--- src/rtl/conv_cfg_writer.sv ---
// conv_cfg_writer: hardware AXI-Lite write initiator that programs the
// convolution controller register map (soft reset, enable, width, height,
// then KERNEL_SIZE^2 coefficients) after a start request.
// Optional macro CFG_WRITER_BRESP_WAIT_EN: wait for each write response
// (WAIT_B state, bready only while waiting). Undefined: bready tied high,
// responses discarded.
module conv_cfg_writer #(
  parameter int DATA_WIDTH     = 8,
  parameter int KERNEL_SIZE    = 3,
  parameter int AXI_ADDR_WIDTH = 10
) (
  input  logic                                         Clk,
  input  logic                                         Rst,
  input  logic                                         start,
  input  logic [DATA_WIDTH-1:0]                        img_width,
  input  logic [DATA_WIDTH-1:0]                        img_height,
  input  logic [KERNEL_SIZE*KERNEL_SIZE*DATA_WIDTH-1:0] coeff_flat,
  output logic                                         busy,
  output logic                                         done,
  output logic [4:0]                                   wr_index,
  output logic [AXI_ADDR_WIDTH-1:0]                    s_axi_awaddr,
  output logic                                         s_axi_awvalid,
  input  logic                                         s_axi_awready,
  output logic [DATA_WIDTH-1:0]                        s_axi_wdata,
  output logic                                         s_axi_wvalid,
  input  logic                                         s_axi_wready,
  input  logic                                         s_axi_bvalid,
  output logic                                         s_axi_bready
);

  localparam int         NCOEF     = KERNEL_SIZE * KERNEL_SIZE;
  localparam int         NWR       = 4 + NCOEF;
  localparam logic [4:0] LAST_IDX  = 5'(NWR - 1);
  localparam int         COEF_BITS = NCOEF * DATA_WIDTH;

`ifdef CFG_WRITER_BRESP_WAIT_EN
  typedef enum logic [1:0] {S_IDLE, S_ISSUE, S_WAIT_B, S_DONE} state_t;
`else
  typedef enum logic [1:0] {S_IDLE, S_ISSUE, S_DONE} state_t;
`endif

  state_t                    state_q;
  logic                      start_q;
  logic                      busy_q;
  logic                      done_q;
  logic [4:0]                wr_index_q;
  logic [4:0]                wr_index_d;
  logic [AXI_ADDR_WIDTH-1:0] awaddr_q;
  logic                      awvalid_q;
  logic [DATA_WIDTH-1:0]     wdata_q;
  logic                      wvalid_q;
  logic [DATA_WIDTH-1:0]     width_q;
  logic [DATA_WIDTH-1:0]     height_q;
  logic [COEF_BITS-1:0]      coeff_q;

  logic start_acc;
  logic aw_pend;
  logic w_pend;
  logic advance;

  // A request is a rising edge of start seen while idle, so a held start
  // launches only one sequence and a start during DONE is dropped.
  assign start_acc  = start & ~start_q & (state_q == S_IDLE);
  // A channel is still outstanding if its valid is up and ready is low.
  assign aw_pend    = awvalid_q & ~s_axi_awready;
  assign w_pend     = wvalid_q & ~s_axi_wready;
  assign wr_index_d = wr_index_q + 5'd1;

`ifdef CFG_WRITER_BRESP_WAIT_EN
  logic bready_q;
  assign advance      = (state_q == S_WAIT_B) & s_axi_bvalid;
  assign s_axi_bready = bready_q;
`else
  logic unused_bvalid;
  assign unused_bvalid = s_axi_bvalid;
  assign advance       = (state_q == S_ISSUE) & ~aw_pend & ~w_pend;
  assign s_axi_bready  = 1'b1;
`endif

  // Register address for write slot idx.
  function automatic logic [AXI_ADDR_WIDTH-1:0] addr_of(input logic [4:0] idx);
    case (idx)
      5'd0:    addr_of = AXI_ADDR_WIDTH'(4);
      5'd1:    addr_of = '0;
      5'd2:    addr_of = AXI_ADDR_WIDTH'(16);
      5'd3:    addr_of = AXI_ADDR_WIDTH'(20);
      default: addr_of = AXI_ADDR_WIDTH'(24) + (AXI_ADDR_WIDTH'(idx - 5'd4) << 2);
    endcase
  endfunction

  // Write data for slot idx, taken from the values captured at start.
  function automatic logic [DATA_WIDTH-1:0] data_of(input logic [4:0] idx);
    case (idx)
      5'd0, 5'd1: data_of = DATA_WIDTH'(1);
      5'd2:       data_of = width_q;
      5'd3:       data_of = height_q;
      default:    data_of = coeff_q[(int'(idx) - 4) * DATA_WIDTH +: DATA_WIDTH];
    endcase
  endfunction

  // Capture the image size and coefficients only when a request is accepted.
  always_ff @(posedge Clk) begin
    if (start_acc) begin
      width_q  <= img_width;
      height_q <= img_height;
      coeff_q  <= coeff_flat;
    end
  end

  // Sequencer: issues each write, tracks per-channel acceptance, steps slots.
  always_ff @(posedge Clk or posedge Rst) begin
    if (Rst) begin
      state_q    <= S_IDLE;
      start_q    <= 1'b0;
      busy_q     <= 1'b0;
      done_q     <= 1'b0;
      wr_index_q <= '0;
      awaddr_q   <= '0;
      awvalid_q  <= 1'b0;
      wdata_q    <= '0;
      wvalid_q   <= 1'b0;
`ifdef CFG_WRITER_BRESP_WAIT_EN
      bready_q   <= 1'b0;
`endif
    end else begin
      start_q <= start;
      done_q  <= 1'b0;
      case (state_q)
        S_IDLE: begin
          if (start_acc) begin
            state_q    <= S_ISSUE;
            busy_q     <= 1'b1;
            wr_index_q <= '0;
            awaddr_q   <= addr_of(5'd0);
            wdata_q    <= DATA_WIDTH'(1);
            awvalid_q  <= 1'b1;
            wvalid_q   <= 1'b1;
          end
        end
        S_ISSUE: begin
          // Each valid drops on its own handshake and is never re-raised.
          awvalid_q <= aw_pend;
          wvalid_q  <= w_pend;
`ifdef CFG_WRITER_BRESP_WAIT_EN
          if (!aw_pend && !w_pend) begin
            state_q  <= S_WAIT_B;
            bready_q <= 1'b1;
          end
`endif
        end
`ifdef CFG_WRITER_BRESP_WAIT_EN
        S_WAIT_B: begin
          if (s_axi_bvalid) bready_q <= 1'b0;
        end
`endif
        S_DONE: begin
          busy_q  <= 1'b0;
          state_q <= S_IDLE;
        end
        default: state_q <= S_IDLE;
      endcase
      // Slot complete: either finish or load the next address/data pair.
      if (advance) begin
        if (wr_index_q == LAST_IDX) begin
          state_q <= S_DONE;
          done_q  <= 1'b1;
        end else begin
          state_q    <= S_ISSUE;
          wr_index_q <= wr_index_d;
          awaddr_q   <= addr_of(wr_index_d);
          wdata_q    <= data_of(wr_index_d);
          awvalid_q  <= 1'b1;
          wvalid_q   <= 1'b1;
        end
      end
    end
  end

  assign busy          = busy_q;
  assign done          = done_q;
  assign wr_index      = wr_index_q;
  assign s_axi_awaddr  = awaddr_q;
  assign s_axi_awvalid = awvalid_q;
  assign s_axi_wdata   = wdata_q;
  assign s_axi_wvalid  = wvalid_q;

endmodule
--- config.mk ---
export PLATFORM = sky130hd
export DESIGN_NAME = conv_cfg_writer
export DESIGN_NICKNAME = d
export VERILOG_FILES = /design/src/rtl/conv_cfg_writer.sv
export SDC_FILE = /design/constraint.sdc
export NUM_CORES = 1
export LEC_CHECK = 0
export ABC_AREA = 1
export BUFFER_PORTS_ARGS = -buffer_cell sky130_fd_sc_hd__buf_2
export CAP_MARGIN = 10
export CORE_MARGIN = 2
export CORE_UTILIZATION = 40
export CTS_BUF_LIST = sky130_fd_sc_hd__clkbuf_16
export CTS_CLUSTER_SIZE = 24
export DETAILED_ROUTE_END_ITERATION = 8
export PLACE_DENSITY_LB_ADDON = 0.3
export SLEW_MARGIN = 10
export SYNTH_ARGS = -nofsm -noshare
export SYNTH_HDL_FRONTEND = slang
export SYNTH_SLANG_ARGS = --single-unit
--- constraint.sdc ---
create_clock -name Clk -period 11.97 [get_ports Clk]
set_clock_uncertainty 0.2 [all_clocks]
set_input_delay 2.9925 -clock Clk [delete_from_list [all_inputs] [get_ports Clk]]
set_output_delay 2.9925 -clock Clk [all_outputs]
set_load 0.05 [all_outputs]
==> flow_metrics.env, run 1 <==
export IMPL_synth_top_family_by_area="simple AND/OR/NAND/NOR gates"
export IMPL_met3_usage_pct=5.89
export IMPL_grt_ovfl_total=0
export IMPL_wl_per_cell_um=14.4
export IMPL_slew_viol_final=0
export IMPL_outcome="finished, final reports clean"
export IMPL_wirelength_um=11400
export IMPL_synth_compound_area_share_pct=4.85
export IMPL_required_ns=12.12
export IMPL_cpPeakStageDelay_ns=0.85
export IMPL_synthCells=491
export IMPL_met1_usage_pct=22.0
export IMPL_grt_util_all_layers_pct=17.1
export IMPL_cts_htree_levels=4
export IMPL_final_cell_mix="130 x nand2_1, 119 x buf_2, 88 x edfxtp_1, 50 x nand3_1, 43 x inv_1"
export IMPL_synthesis_nets=593
export IMPL_insertion_delay_ns=0.41
export IMPL_antenna_found_initial=2
export IMPL_grtUsageMet2_pct=27.2
export IMPL_p_leak_nw=2.91
export IMPL_setup_viol_count_final=0
export IMPL_cts_inserted_buffers=17
export IMPL_crit_chain="buf_2 > inv_1 > nor4_4 > buf_4 > nor2_8 > inv_2 > or2_0 > nand2_1 > inv_1"
export IMPL_synth_xor_area_share_pct=0.166
export IMPL_fin_ws_ns=7.25
export IMPL_cp_arrival_ns=4.87
export IMPL_synthArstFlopShare_pct=25.4
export IMPL_synthSimpleGateAreaFrac_pct=22.6
export IMPL_nets=711
export IMPL_cp_max_fo=91
export IMPL_path_clk_slew_ns=0.05
export IMPL_ys_seq_area_share_pct=64.5
export IMPL_postCtsSetupRepairBufs=0
export IMPL_port_buffers=119
export IMPL_start_kind="primary input"
export IMPL_die_w_um=119
export IMPL_place_gp_congestion=0.800
export IMPL_drive_above_1_share_pct=27.9
export IMPL_tns_ns=0
export IMPL_worst_slew_pin_transition_ns=1.21
export IMPL_drc=0
export IMPL_cpMostUsedCell="inv_1"
export IMPL_grt_max_degree=92
export IMPL_clockBufferDepth=2
export IMPL_p_per_area_nw_per_um2=280
export IMPL_cap_violations=0
export IMPL_cts_resized=0
export IMPL_rows=41
export IMPL_ys_types=40
export IMPL_finalHoldViolCount=0
export IMPL_final_common_cell="nand2_1"
export IMPL_cts_tree="built"
export IMPL_avgViaCountPerCell=4.76
export IMPL_ys_flop_type="edfxtp_1"
export IMPL_dieHeight_um=119
export IMPL_area_growth_pct=23.8
export IMPL_io_pins=122
export IMPL_dp_slack_ns=6.84
export IMPL_first_global_vias=3627
export IMPL_busiest_layer="met2"
export IMPL_dr_pass1_iters=5
export IMPL_ys_ff_latch=118
export IMPL_fin_crit_ns=4.72
export IMPL_grt_pass1_wl_um=18500
export IMPL_fillCellCount=1162
export IMPL_synthMuxAreaShare_pct=0
export IMPL_synth_edf_count=88
export IMPL_synth_fa_ha_area_share_pct=1.90
export IMPL_place_hpwl_um=7450
export IMPL_rsz0062_at_grt="false"
export IMPL_die_area_um2=14100
export IMPL_holdCritPathClass="reg2reg"
export IMPL_cts_sinks=118
export IMPL_cts_hold_buf=0
export IMPL_vias=3777
export IMPL_syn_area_um2=5260
export IMPL_drt_iter0_markers=232
export IMPL_clockRootBuffer="clkbuf_16"
export IMPL_yosys_warnings=0
export IMPL_finalCritPeriodShare_pct=39.5
export IMPL_fmax_ghz=0.212
export IMPL_core_um2=12700
export IMPL_end_kind="register"
export IMPL_crit_type="in2reg"
export IMPL_syn_area_per_cell_um2=10.7
export IMPL_slew_headroom_pct=19.4
export IMPL_initial_core_util_pct=41.4
export IMPL_peakVddDrop_uv=118
export IMPL_final_antenna_net_count=0
export IMPL_crit_slowest_cell="buf_4"
final cells by class:
cell class | instances | area, µm² | area share [%]
Sequential cell | 118 | 3390 | 52.1
Multi-Input combinational cell | 306 | 1560 | 23.9
Timing Repair Buffer | 122 | 638 | 9.79
Clock buffer | 17 | 425 | 6.53
Tap cell | 172 | 215 | 3.30
Inverter | 44 | 165 | 2.53
Clock inverter | 14 | 123 | 1.88
Antenna cell | 1 | 2.50 | 0.0384
stage by stage:
stage | std cells | utilization (%) | total power [mW] | area, µm² | hold WS (ns)
floorplan | 491 | - | 1.20 | 5260 | 0.349
global placement | 761 | 46.7 | 1.35 | 5940 | 0.256
detailed placement | 761 | 46.7 | 1.36 | 5940 | 0.262
CTS | 792 | 51.0 | 1.84 | 6490 | 0.276
global route | 794 | 51.2 | 1.96 | 6520 | 0.298
finish | 794 | 51.2 | 1.82 | 6520 | 0.275
critical path: cells and delay by family:
| family | cells | cell delay (ns) |
|---|---|---|
| AND/OR/NAND/NOR | 4 | 0.48 |
| buffers and inverters | 5 | 1.24 |
state kept, by name, indices dropped and copies added, names as in the netlist:
signal and cells:
width_q 8, height_q 8, coeff_q 72, busy 1, s_axi_wdata 8, wr_index 5, s_axi_awvalid 1, done 1
s_axi_wvalid 1, start_q 1, s_axi_awaddr 10, state_q 2
worst paths after layout:
check                           startpoint         endpoint  slack [ns]  cells after the start
max                                  start   s_axi_wdata[0]        7.25                      9
min                        s_axi_awaddr[9]  s_axi_awaddr[9]        0.28                      2
max reg2reg                    wr_index[0]  s_axi_awaddr[7]        7.47                     10
min reg2reg                s_axi_awaddr[9]  s_axi_awaddr[9]        0.28                      2
max in group asynchronous              Rst             busy        8.85                      3
min in group asynchronous              Rst   s_axi_wdata[7]        2.31                      2
power breakdown:
part | switching [mW] | total (mW) | internal, mW
logic | 0.586 | 0.811 | 0.225
clock network | 0.173 | 0.472 | 0.299
registers | 0.0323 | 0.542 | 0.510
metal layers:
metal,part of all wire [%],vias to the layer above
met3,5.9,12
li1,-,1899
met4,0.95,2
met5,0.11,-
met2,47,107
met1,46,1757
cells in the mapped netlist (all sizes together), types with 2 or more instances:
master | n | area, µm²
dfrtp | 30 | 751
o22ai | 2 | 12.5
nor2 | 38 | 193
clkbuf | 6 | 22.5
a21oi | 10 | 53.8
ha | 8 | 100
or2 | 4 | 25.0
nand2 | 134 | 528
nor3 | 4 | 20.0
inv | 43 | 161
nand3 | 57 | 320
o21ai | 27 | 135
nand4 | 12 | 81.3
edfxtp | 88 | 2640
o211ai | 2 | 15.0
buf | 17 | 126
cell families after synthesis:
family / count (synthesis)
buffers and inverters: 67
and+or+nand+nor: 250
xor gates and xnor gates: 1
AOI/OAI and AO/OA: 46
adders and majority gates: 8
DFF: 118
other: 1
No activity file was read; power rests on OpenSTA's default activity.
==> run 2, diff against run 1 <==
--- a/config.mk
+++ b/config.mk
@@ -5,7 +5,7 @@
 export SDC_FILE = /design/constraint.sdc
 export NUM_CORES = 1
 export LEC_CHECK = 0
-export ABC_AREA = 1
+export ABC_AREA = 0
 export BUFFER_PORTS_ARGS = -buffer_cell sky130_fd_sc_hd__buf_2
 export CAP_MARGIN = 10
 export CORE_MARGIN = 2
==> constraint.sdc (replaced) <==
create_clock -name Clk -period 4.5 [get_ports Clk]
set_clock_uncertainty 0.2 [all_clocks]
set_input_delay 1.125 -clock Clk [delete_from_list [all_inputs] [get_ports Clk]]
set_output_delay 1.125 -clock Clk [all_outputs]
set_load 0.05 [all_outputs]
==> run 2 against run 1 <==
  * Setup slack worse by 5.8 ns
  * Cell count shrank 25%
  * Critical path type is now reg2reg
  * Critical endpoint is now s_axi_wdata[3]
  * Sequential share of layout area grew 2.3 points
==> flow_metrics.env, run 2 <==
export IMPL_dr_pass1_iters=5
export IMPL_insertion_delay_ns=0.40
export IMPL_core_um2=12000
export IMPL_clockRootBuffer="clkbuf_16"
export IMPL_cp_arrival_ns=3.12
export IMPL_final_cells=597
export IMPL_seqCellArea_um2=3390
export IMPL_synth_edf_count=88
export IMPL_slew_viol_final=0
export IMPL_regMostFlops="coeff_q"
export IMPL_final_util_pct=52.2
export IMPL_postCtsSetupRepairBufs=0
export IMPL_p_per_area_nw_per_um2=702
export IMPL_drc=0
export IMPL_placed_area_um2=5610
export IMPL_ys_seq_area_share_pct=69.3
export IMPL_diodes=0
export IMPL_slew_headroom_pct=30.9
export IMPL_dieHeight_um=115
export IMPL_largest_register_ffs=72
export IMPL_dr_wl_met3_um=727
export IMPL_cap_violations=0
export IMPL_path_clk_slew_ns=0.06
export IMPL_holdCritPathClass="reg2reg"
export IMPL_setup_viol_count_final=0
export IMPL_die_w_um=115
export IMPL_stdcell_area_um2=6240
export IMPL_worst_slew_pin_transition_ns=1.04
export IMPL_drt_iter0_markers=150
export IMPL_io_pins=122
export IMPL_first_global_vias=3085
export IMPL_finalHoldViolCount=0
export IMPL_hold_depth=2
export IMPL_synthArstFlopShare_pct=25.4
export IMPL_syn_area_per_cell_um2=15.6
export IMPL_outcome="finished, final reports clean"
export IMPL_grt_max_degree=89
export IMPL_finalCritPeriodShare_pct=67.1
export IMPL_avgViaCountPerCell=5.15
export IMPL_final_common_cell="buf_2"
export IMPL_required_ns=4.59
export IMPL_nets=539
export IMPL_syn_area_um2=4900
export IMPL_synth_common_cells="88 x edfxtp_1, 39 x nand2_1, 30 x dfrtp_1"
export IMPL_cts_htree_levels=4
export IMPL_synth_most_common_cell="edfxtp_1"
export IMPL_cts_sinks=118
export IMPL_end_kind="register"
export IMPL_wl_per_cell_um=17.0
export IMPL_cts_inserted_buffers=17
export IMPL_peakVddDrop_uv=292
export IMPL_grt_util_all_layers_pct=16.5
export IMPL_port_buffers=119
export IMPL_crit_type="reg2reg"
export IMPL_final_antenna_net_count=0
export IMPL_dp_cells=565
export IMPL_fillCellCount=1015
export IMPL_vias=3072
export IMPL_tns_ns=0
export IMPL_route_met2_wl_um=4840
export IMPL_wirelength_um=10100
export IMPL_worstRegToRegCells=8
export IMPL_cp_max_fo=12
export IMPL_wl_met1_um=4460
export IMPL_fmax_ghz=0.331
export IMPL_fin_crit_ns=3.02
export IMPL_initial_core_util_pct=40.9
export IMPL_synth_top_cell_area_share_pct=54.0
export IMPL_synthesis_nets=416
export IMPL_rsz0062_at_grt="false"
export IMPL_die_area_um2=13100
export IMPL_clockBufferDepth=2
export IMPL_place_gp_congestion=0.807
export IMPL_p_leak_nw=2.50
export IMPL_place_hpwl_um=7030
export IMPL_rows=40
export IMPL_synth_area_leaders="edfxtp_1 54%, dfrtp_1 15%, mux4_2 7.4%"
export IMPL_final_cell_mix="119 x buf_2, 88 x edfxtp_1, 39 x nand2_1, 30 x dfrtp_1, 17 x clkbuf_16"
export IMPL_grt_ovfl_total=0
export IMPL_ys_types=47
export IMPL_synth_top_area_cell="edfxtp_1"
export IMPL_start_kind="register"
export IMPL_grt_pass1_wl_um=16000
export IMPL_antenna_found_initial=2
export IMPL_multi_input_area_um2=1370
export IMPL_synthCells=314
export IMPL_drive_above_1_share_pct=39.6
export IMPL_ys_ff_latch=118
export IMPL_topRoutingLayerUsed="met5"
export IMPL_cts_hold_buf=0
export IMPL_cts_tree="built"
export IMPL_ys_flop_type="edfxtp_1"
export IMPL_area_growth_pct=27.5
export IMPL_yosys_warnings=0
export IMPL_cts_resized=0
==> run 2: worst paths after layout <==
path | start | end | slack [ns]
worst max-delay path | wr_index[1] | s_axi_wdata[3] | 1.48
worst min-delay path | s_axi_awaddr[8] | s_axi_awaddr[8] | 0.28
worst max register to register | wr_index[1] | s_axi_wdata[3] | 1.48
worst min register to register | s_axi_awaddr[8] | s_axi_awaddr[8] | 0.28
max in group asynchronous | Rst | s_axi_wdata[7] | 2.67
min in group asynchronous | Rst | s_axi_wvalid | 0.77
==> run 2: critical path, cell delays in order (launching register included) <==
cell and delay, ns:
dfrtp_1 0.44, ha_1 0.44, xor2_4 0.39, inv_4 0.15, ha_1 0.27, xnor2_1 0.35, xnor2_4 0.21, nand2_2 0.16
o31ai_1 0.30
==> run 2: cell type report <==
cell class	count	area share, %
Timing Repair Buffer	122	10.1
Tap cell	147	2.95
Sequential cell	118	54.3
Clock buffer	17	6.81
Inverter	8	0.541
Multi-Input combinational cell	170	21.9
Clock inverter	15	3.37
==> run 2: kinds of logic after synthesis <==
| kind of cell | synth area share, % |
|---|---|
| flip-flops | 69.3 |
| AND/OR/NAND/NOR | 7.28 |
| AO/OA/AOI/OAI | 9.15 |
| buffers and inverters | 2.78 |
| multiplexers | 7.36 |
| adder cells (fa/ha/maj) | 2.04 |
| XOR/XNOR | 2.02 |
| other | 0.0766 |
==> run 2: power by group <==
part | switching (mW) | internal [mW]
clock | 0.463 | 0.974
combinational | 0.993 | 0.533
sequential | 0.0750 | 1.34
==> run 2: per-layer routing <==
layer | vias to the layer above | track usage [%]
li1 | 1460 | -
met1 | 1482 | 21.6
met2 | 115 | 25.6
met3 | 11 | 6.14
met4 | 4 | 5.53
met5 | - | 0
==> run 2: through the flow <==
step | power [mW] | hold WS [ns] | worst slack, ns
after floorplan | 2.63 | 0.286 | 0.297
after global placement | 2.97 | 0.268 | 1.45
after detailed placement | 2.98 | 0.272 | 1.42
after CTS | 4.43 | 0.285 | 1.47
after global routing | 4.63 | 0.317 | 1.23
final | 4.38 | 0.284 | 1.48
==> run 3, diff against run 2 <==
==> constraint.sdc (replaced) <==
create_clock -name Clk -period 2.6 [get_ports Clk]
set_clock_uncertainty 0.2 [all_clocks]
set_input_delay 0.65 -clock Clk [delete_from_list [all_inputs] [get_ports Clk]]
set_output_delay 0.65 -clock Clk [all_outputs]
set_load 0.05 [all_outputs]
==> run 3 against run 2 <==
  * Sequential power rose by 74%
  * First-iteration DRC count increased by 53%
  * Global-route usage increased by 1.4 points
  * Register-to-register slack worse by 1.2 ns
  * Design area up 1.2%
  * Clock power rose by 50%
  * Setup slack worse by 1.2 ns
==> flow_metrics.env, run 3 (synthesized netlist as in run 2, its figures left out) <==
export IMPL_outcome="finished, final reports clean"
export IMPL_placed_area_um2=5770
export IMPL_worstRegToRegCells=8
export IMPL_cts_resized=0
export IMPL_fin_ws_ns=0.233
export IMPL_clockPowerShare_pct=28.9
export IMPL_slew_viol_final=0
export IMPL_place_gp_congestion=0.862
export IMPL_cts_hold_buf=0
export IMPL_power_mw=7.48
export IMPL_core_um2=12000
export IMPL_p_leak_nw=2.53
export IMPL_postCtsSetupRepairBufs=0
export IMPL_place_hpwl_um=7630
export IMPL_die_area_um2=13100
export IMPL_grt_util_all_layers_pct=17.9
export IMPL_dieHeight_um=115
export IMPL_antenna_found_initial=2
export IMPL_rows=40
export IMPL_io_pins=122
export IMPL_start_kind="register"
export IMPL_final_common_cell="buf_2"
export IMPL_diodes=0
export IMPL_clockRootBuffer="clkbuf_16"
export IMPL_grt_max_degree=38
export IMPL_stdcell_area_um2=6320
export IMPL_cp_max_fo=18
export IMPL_crit_type="reg2reg"
export IMPL_tns_ns=0
export IMPL_wl_per_cell_um=17.3
export IMPL_peakVddDrop_uv=553
export IMPL_rsz0062_at_grt="false"
export IMPL_cts_inserted_buffers=17
export IMPL_cts_tree="built"
export IMPL_clockBufferDepth=2
export IMPL_final_antenna_net_count=0
export IMPL_final_cells=608
export IMPL_dp_cells=577
export IMPL_end_kind="register"
export IMPL_required_ns=2.70
export IMPL_area_growth_pct=29.0
export IMPL_finalHoldViolCount=0
export IMPL_finalCritPeriodShare_pct=91.0
export IMPL_p_per_area_nw_per_um2=1180
export IMPL_insertion_delay_ns=0.41
export IMPL_p_seq_share_pct=33.0
export IMPL_p_switching_mw=2.71
export IMPL_p_sw_share_pct=36.2
export IMPL_dp_slack_ns=0.220
export IMPL_p_comb_share_pct=38.1
export IMPL_wirelength_um=10500
export IMPL_setup_viol_count_final=0
export IMPL_die_w_um=115
export IMPL_initial_core_util_pct=40.9
export IMPL_drt_iter0_markers=230
export IMPL_reg2reg_setup_slack_ns=0.23
export IMPL_fin_crit_ns=2.37
export IMPL_nets=551
export IMPL_dr_pass1_iters=4
export IMPL_fmax_ghz=0.422
export IMPL_drive_above_1_share_pct=41.6
export IMPL_avgViaCountPerCell=5.12
export IMPL_grt_ovfl_total=0
export IMPL_final_cell_mix="119 x buf_2, 88 x edfxtp_1, 39 x nand2_1, 27 x dfrtp_1, 17 x clkbuf_16"
export IMPL_port_buffers=119
export IMPL_first_global_vias=3245
export IMPL_regMostFlops="coeff_q"
export IMPL_final_util_pct=52.8
export IMPL_grt_pass1_wl_um=17000
export IMPL_p_int_mw=4.77
export IMPL_holdCritPathClass="in2async"
export IMPL_cts_sinks=118
export IMPL_path_clk_slew_ns=0.05
export IMPL_largest_register_ffs=72
export IMPL_cp_arrival_ns=2.46
export IMPL_drc=0
export IMPL_vias=3110
export IMPL_hold_worst_slack_ns=0.0366
export IMPL_cap_violations=0
export IMPL_cts_htree_levels=4
-- run 3: power by group through the flow --
stage                     Clock, mW  Sequential [mW]  Combinational, mW
after global placement            0             2.49               2.85
after global routing           2.30             2.50               3.12
after CTS                      2.20             2.47               2.91
after floorplan                   0             2.85               1.80
after detailed placement          0             2.51               2.90
final                          2.16             2.47               2.85
-- run 3: layout make-up --
cell class | count | area, µm²
timing repair buffer | 134 | 733
clock buffer | 17 | 425
tap | 147 | 184
inverter | 8 | 36.3
multi-input combinational | 170 | 1420
fill | 992 | 5640
clock inverter | 14 | 121
sequential | 118 | 3400
-- run 3: final timing paths --
path	startpoint	to
max	wr_index[0]	s_axi_wdata[0]
min	Rst	s_axi_wdata[1]
max reg2reg	wr_index[0]	s_axi_wdata[0]
min reg2reg	s_axi_awaddr[6]	s_axi_awaddr[6]
max in group asynchronous	Rst	wr_index[0]
min in group Clk	start	start_q
-- run 3: metal layers --
metal	wire [µm]	GRT usage, %	up-vias
li1	-	-	1476
met1	4420	22.0	1488
met2	4990	27.8	117
met3	768	7.20	27
met4	310	8.05	2
met5	13	0	-
-- run 3: critical path, cell delays in order (launching register included) --
cell	delay, ns
dfrtp_2	0.45
inv_1	0.20
ha_1	0.22
nand4b_1	0.22
nand4_2	0.25
buf_4	0.27
nand2_1	0.15
o211ai_1	0.18
o22ai_1	0.11
